### config.mk
export PLATFORM = sky130hd
export DESIGN_NAME = parc_core_reorder_buffer
export DESIGN_NICKNAME = d
export VERILOG_FILES = /design/src/rtl/parc_core_reorder_buffer.sv
export SDC_FILE = /design/constraint.sdc
export NUM_CORES = 1
export LEC_CHECK = 0
export CELL_PAD_IN_SITES_DETAIL_PLACEMENT = 0
export CELL_PAD_IN_SITES_GLOBAL_PLACEMENT = 1
export CORE_MARGIN = 4
export CORE_UTILIZATION = 57
export CTS_CLUSTER_SIZE = 10
export DETAILED_ROUTE_END_ITERATION = 12
export GPL_ROUTABILITY_DRIVEN = 0
export GPL_TIMING_DRIVEN = 1
export PLACE_DENSITY_LB_ADDON = 0.1
export SLEW_MARGIN = 20
export SYNTH_ARGS = -nofsm -noshare
export SYNTH_HDL_FRONTEND = slang
export SYNTH_SLANG_ARGS = --single-unit
### constraint.sdc
create_clock -name clk -period 5.9 [get_ports clk]
set_clock_uncertainty 0.05 [all_clocks]
set_input_delay 0.59 -clock clk [delete_from_list [all_inputs] [get_ports clk]]
set_output_delay 0.59 -clock clk [all_outputs]
set_load 0.05 [all_outputs]
### src/rtl/parc_core_reorder_buffer.sv
`default_nettype none
// +--------------------------------------------------------------------------+
// | Module      : parc_core_reorder_buffer                                   |
// | Description : In-order reorder buffer for the 5-stage PARC core.         |
// |               Decode allocates slots in program order, writeback fills   |
// |               them in any order, and the oldest filled entry commits to  |
// |               the register file, one per cycle. Two bypass read ports    |
// |               expose filled results to the operand bypass mux.           |
// | Ports       : clk, reset (sync, active-high)                             |
// |               rob_alloc_req_*/rob_alloc_resp_slot : allocation handshake |
// |               rob_fill_*                          : writeback fill       |
// |               rob_commit_*                        : register-file commit |
// |               rob_byp{0,1}_*                      : bypass lookups       |
// | Revision    : 1.0  initial release                                      |
// +--------------------------------------------------------------------------+
module parc_core_reorder_buffer #(
   parameter int ENTRIES = 16,
   parameter int DATA_W  = 32
) (
   input  logic                       clk,
   input  logic                       reset,

   input  logic                       rob_alloc_req_val,
   input  logic [4:0]                 rob_alloc_req_preg,
   output logic                       rob_alloc_req_rdy,
   output logic [$clog2(ENTRIES)-1:0] rob_alloc_resp_slot,

   input  logic                       rob_fill_val,
   input  logic [$clog2(ENTRIES)-1:0] rob_fill_slot,
   input  logic [DATA_W-1:0]          rob_fill_data,

   output logic                       rob_commit_wen,
   output logic [$clog2(ENTRIES)-1:0] rob_commit_slot,
   output logic [4:0]                 rob_commit_rf_waddr,
   output logic [DATA_W-1:0]          rob_commit_data,

   input  logic [$clog2(ENTRIES)-1:0] rob_byp0_slot,
   output logic [DATA_W-1:0]          rob_byp0_data,
   output logic                       rob_byp0_val,

   input  logic [$clog2(ENTRIES)-1:0] rob_byp1_slot,
   output logic [DATA_W-1:0]          rob_byp1_data,
   output logic                       rob_byp1_val
);

   localparam int                 c_SLOT_W = $clog2(ENTRIES);
   localparam int                 c_CNT_W  = $clog2(ENTRIES) + 1;
   localparam logic [c_CNT_W-1:0] c_FULL   = c_CNT_W'(ENTRIES);
   localparam logic [ENTRIES-1:0] c_ONE    = {{(ENTRIES-1){1'b0}}, 1'b1};

   // ---------------------------------------------------------------------
   // Entry storage and queue pointers
   // ---------------------------------------------------------------------
   logic [ENTRIES-1:0]  r_valid;
   logic [ENTRIES-1:0]  r_pending;
   logic [4:0]          r_preg [ENTRIES];
   logic [DATA_W-1:0]   r_data [ENTRIES];

   logic [c_SLOT_W-1:0] r_head;
   logic [c_SLOT_W-1:0] r_tail;
   logic [c_CNT_W-1:0]  r_count;

   logic                w_alloc_fire;
   logic                w_fill_ok;
   logic                w_commit;
   logic [ENTRIES-1:0]  w_alloc_sel;
   logic [ENTRIES-1:0]  w_fill_sel;
   logic [ENTRIES-1:0]  w_commit_sel;

   // ---------------------------------------------------------------------
   // Event qualification
   // ---------------------------------------------------------------------
   // Full is judged on the registered count only, so a commit in the same
   // cycle never frees a slot for allocation until the following cycle.
   assign rob_alloc_req_rdy = (r_count != c_FULL);
   assign w_alloc_fire      = rob_alloc_req_val && rob_alloc_req_rdy;

   // Fills to empty or already-written slots are dropped silently.
   assign w_fill_ok = rob_fill_val && r_valid[rob_fill_slot] && r_pending[rob_fill_slot];

   // Commit looks only at registered state: a fill landing on the head this
   // cycle makes it eligible on the next cycle.
   assign w_commit  = r_valid[r_head] && !r_pending[r_head];

   // One-hot slot selects keep the per-entry update loop free of index math.
   assign w_alloc_sel  = w_alloc_fire ? (c_ONE << r_tail)        : '0;
   assign w_fill_sel   = w_fill_ok    ? (c_ONE << rob_fill_slot) : '0;
   assign w_commit_sel = w_commit     ? (c_ONE << r_head)        : '0;

   // ---------------------------------------------------------------------
   // Entry state update
   // ---------------------------------------------------------------------
   always_ff @(posedge clk) begin
      if (reset) begin
         r_valid   <= '0;
         r_pending <= '0;
         for (int i = 0; i < ENTRIES; i++) begin
            r_preg[i] <= '0;
            r_data[i] <= '0;
         end
      end else begin
         for (int i = 0; i < ENTRIES; i++) begin
            if (w_alloc_sel[i]) begin
               // Allocation owns the slot outright; a fill aimed at a slot
               // not yet granted is meaningless and loses.
               r_valid[i]   <= 1'b1;
               r_pending[i] <= 1'b1;
               r_preg[i]    <= rob_alloc_req_preg;
            end else begin
               // Commit needs a filled entry and fill needs a pending one,
               // so the two never touch the same slot in one cycle.
               if (w_commit_sel[i]) begin
                  r_valid[i] <= 1'b0;
               end
               if (w_fill_sel[i]) begin
                  r_pending[i] <= 1'b0;
                  r_data[i]    <= rob_fill_data;
               end
            end
         end
      end
   end

   // ---------------------------------------------------------------------
   // Head / tail / occupancy
   // ---------------------------------------------------------------------
   // Pointers wrap naturally because ENTRIES is a power of two.
   always_ff @(posedge clk) begin
      if (reset) begin
         r_head  <= '0;
         r_tail  <= '0;
         r_count <= '0;
      end else begin
         if (w_alloc_fire) begin
            r_tail <= r_tail + c_SLOT_W'(1);
         end
         if (w_commit) begin
            r_head <= r_head + c_SLOT_W'(1);
         end
         case ({w_alloc_fire, w_commit})
            2'b10:   r_count <= r_count + c_CNT_W'(1);
            2'b01:   r_count <= r_count - c_CNT_W'(1);
            default: r_count <= r_count;
         endcase
      end
   end

   // ---------------------------------------------------------------------
   // Outputs
   // ---------------------------------------------------------------------
   assign rob_alloc_resp_slot = r_tail;

   assign rob_commit_wen      = w_commit;
   assign rob_commit_slot     = r_head;
   assign rob_commit_rf_waddr = r_preg[r_head];
   assign rob_commit_data     = r_data[r_head];

   // Bypass reads registered state only; a result filled this cycle shows
   // up on the bypass ports from the next cycle.
   assign rob_byp0_data = r_data[rob_byp0_slot];
   assign rob_byp0_val  = r_valid[rob_byp0_slot] && !r_pending[rob_byp0_slot];
   assign rob_byp1_data = r_data[rob_byp1_slot];
   assign rob_byp1_val  = r_valid[rob_byp1_slot] && !r_pending[rob_byp1_slot];

endmodule
`default_nettype wire

==> flow_summary.ini <==
[worst_setup_path]
cp.required_ps = 5260
crit_path_start_kind = flip-flop
crit_chain = buf_12, mux4_2, mux4_2, clkdlybuf4s50_1
cpPeakStageDelay_ps = 750
critPathBufInv = 2
path_class = flip-flop to primary output
crit_path_top_delay_cell = clkdlybuf4s50_1
r2r_start = rob_commit_slot[0]$_SDFFE_PP0P_
cpMostUsedCell = mux4_2
cp.arrival_ps = 3820
critPathMaxFanout = 98
path_delay_family = buffers and inverters
end_kind = primary output

[clock_tree]
clk_pin_slew_ps = 60
h-tree-depth = 3
clkLatencyLatePin_ps = 600
numCtsBuffers = 75
cts_hold_buf = 0
clk_path_buf_depth = 3
cts_sinks = 641
cts_resized = 0
cts_setup_buffers = 0
root_buffer = clkbuf_16
cts_tree = yes

[sta]
whs_ps = 430
tns_ps = 0
tightest_slew_ps = 972
timing.fmax_mhz = 224
finalCritPeriodShare = 0.755
finalSetupViolations = 0
hold_viol = 0
slew_headroom = 0.352
rsz0062_at_grt = false
fin_crit_ps = 4460
final_max_slew_viol_count = 0

[yosys]
ys_dominant_reg_cell = edfxtp_1
yosysUniqueCellTypes = 54
synth_edf_count = 592
ys_async_sr_fraction = 0
ys_seq_elements = 641
ys_seq_area_frac = 0.531
yosysWarnings = 0
synth_area_um2 = 35300
synth_nets = 2194
synthCells = 2126
synth_area_per_cell_um2 = 16.6

[global_route]
overflow = 0
grt_pass1_vias = 22800
antenna_found_initial = 1
grt_usage = 0.316
grt_start_max_net_pins = 100
grt_pass1_wl_um = 153000

[floorplan]
start_util = 0.581
ios = 166
fp.coreArea_um2 = 60800
num_rows = 90
die_h_um = 257
die_x_um = 257
dieArea_um2 = 66000

[routing]
drt_wl_total_um = 104000
wl_per_cell_um = 34.6
vias_per_cell = 7.48
dr_total_vias = 22400
drcViolationCount = 0
dr.pass1.iters = 5
drtIter0Drc = 2998
antenna_left = 0

[run_status]
status = complete, no violations

[worst_hold_path]
hp-start = r_pending[1]$_SDFFE_PP0P_
hp-class = flip-flop to flip-flop

[pwr]
total_power_w = 0.0135
max-vdd-ir-drop_mv = 0.325
p_leak_nw = 12.9
powerDensity_nw_per_um2 = 340

[place]
dp_hpwl_um = 60600
port_buffers = 165

[finish]
syn2layout_area_growth_pct = 12.3
finalNetCount = 2254
layout-drive-gt1-share = 0.317
n_fill_cell = 4215

[job]
drv_cap = 0
[routing by layer]
layer	vias up	global-route usage	wire length (um)
li1	8869	-	-
met1	11700	0.435	37200
met2	1544	0.519	51700
met3	223	0.0611	11200
met4	0	0.106	3430
met5	-	0	0
[layout by cell type, fill, tap and decap left out, drive strengths merged, types with 32 or more instances in the layout]
cell type | synthesis | routed
clkdlybuf4s50 | 0 | 156
edfxtp | 592 | 592
a21oi | 32 | 32
mux4 | 514 | 514
buf | 109 | 55
nor2 | 204 | 204
clkbuf | 121 | 96
inv | 55 | 56
nand2b | 76 | 76
nor3 | 197 | 197
dfxtp | 49 | 49
[cells by family (layout without fill, tap and decap cells)]
| group | after synthesis | count (layout) | share of synthesized area |
|---|---|---|---|
| adders and majority gates | 15 | 15 | 0.00532 |
| AOI/OAI and AO/OA | 103 | 103 | 0.0215 |
| DFF | 641 | 641 | 0.531 |
| muxes | 521 | 521 | 0.330 |
| and+or+nand+nor | 554 | 554 | 0.0767 |
| other | 0 | 2 | 0 |
| buffers and inverters | 285 | 366 | 0.0336 |
| xor gates and xnor gates | 7 | 7 | 0.00174 |
[worst paths after layout]
kind / end / slack (ps) / depth (start not counted)
max reg2reg: r_count[4]$_SDFFE_PP0P_ / 2070 / 13
min: r_pending[1]$_SDFFE_PP0P_ / 430 / 2
max: rob_commit_data[2] / 1440 / 4
min reg2reg: r_pending[1]$_SDFFE_PP0P_ / 430 / 2
[layout make-up]
cell class,count,area (um2),area share
tap,782,978,0.0247
inverter,55,206,0.00521
clock buffer,94,2040,0.0515
clock inverter,4,21.3,0.000536
timing repair buffer,213,2140,0.0539
antenna,2,5.00,0.000126
multi-input combinational,1200,15500,0.391
sequential,641,18800,0.473
[metrics by stage]
| step | instances | worst slack (ps) | area [um2] | utilization |
|---|---|---|---|---|
| after global routing | 2989 | 1270 | 39600 | 0.652 |
| after global placement | 2891 | 1720 | 37600 | 0.618 |
| after detailed placement | 2891 | 1710 | 37600 | 0.618 |
| final | 2991 | 1440 | 39700 | 0.652 |
| after CTS | 2989 | 1370 | 39600 | 0.652 |
| after floorplan | 2126 | 1810 | 35300 | - |
[registers in the layout (all words and copies together) (netlist names), named ones only]
name	count
r_data	512
r_preg	80
r_valid	16
rob_alloc_resp_slot	4
r_pending	16
rob_commit_slot	4
r_count	5
[cells in the mapped netlist (all sizes together) (2+ instances only)]
cell type / number / area (um2)
nor3: 197 / 1000
mux2: 2 / 22.5
o211ai: 9 / 67.6
o41ai: 4 / 35.0
nand3: 20 / 133
and3: 2 / 12.5
or3: 2 / 12.5
nand3b: 3 / 22.5
nor2b: 16 / 100
o2111ai: 6 / 124
o21bai: 7 / 52.6
xor2: 3 / 26.3
nor2: 204 / 766
mux2i: 5 / 50.1
a21oi: 32 / 160
a311oi: 5 / 43.8
ha: 15 / 188
edfxtp: 592 / 17800
a211oi: 4 / 35.0
a211o: 4 / 35.0
nand4: 7 / 43.8
a21o: 3 / 22.5
o211a: 2 / 20.0
a31o: 2 / 17.5
inv: 55 / 206
o21ai: 16 / 80.1
and2: 3 / 18.8
xnor2: 4 / 35.0
clkbuf: 121 / 454
nand2b: 76 / 475
buf: 109 / 526
a31oi: 2 / 12.5
o22ai: 3 / 18.8
dfxtp: 49 / 981
nor3b: 2 / 15.0
mux4: 514 / 11600
nand2: 19 / 86.3
[power breakdown]
group | switching, W | leakage (nW) | internal (W) | total (W)
Sequential | 0.000273 | 6.46 | 0.00524 | 0.00551
Clock | 0.00171 | 1.01 | 0.00239 | 0.00410
Combinational | 0.00219 | 5.43 | 0.00170 | 0.00389
Total | 0.00417 | 12.9 | 0.00933 | 0.0135
[worst register-to-register path, stage by stage (launching register included)]
cell	delay, ps
dfxtp_1	390
inv_2	220
mux4_2	550
a22o_1	310
nor3_4	300
inv_2	110
ha_1	310
xor2_1	180
ha_1	240
or3b_2	440
a211o_1	260
a21oi_1	160
xnor2_1	150
nor2_1	50
No activity file was read; power rests on OpenSTA's default activity.
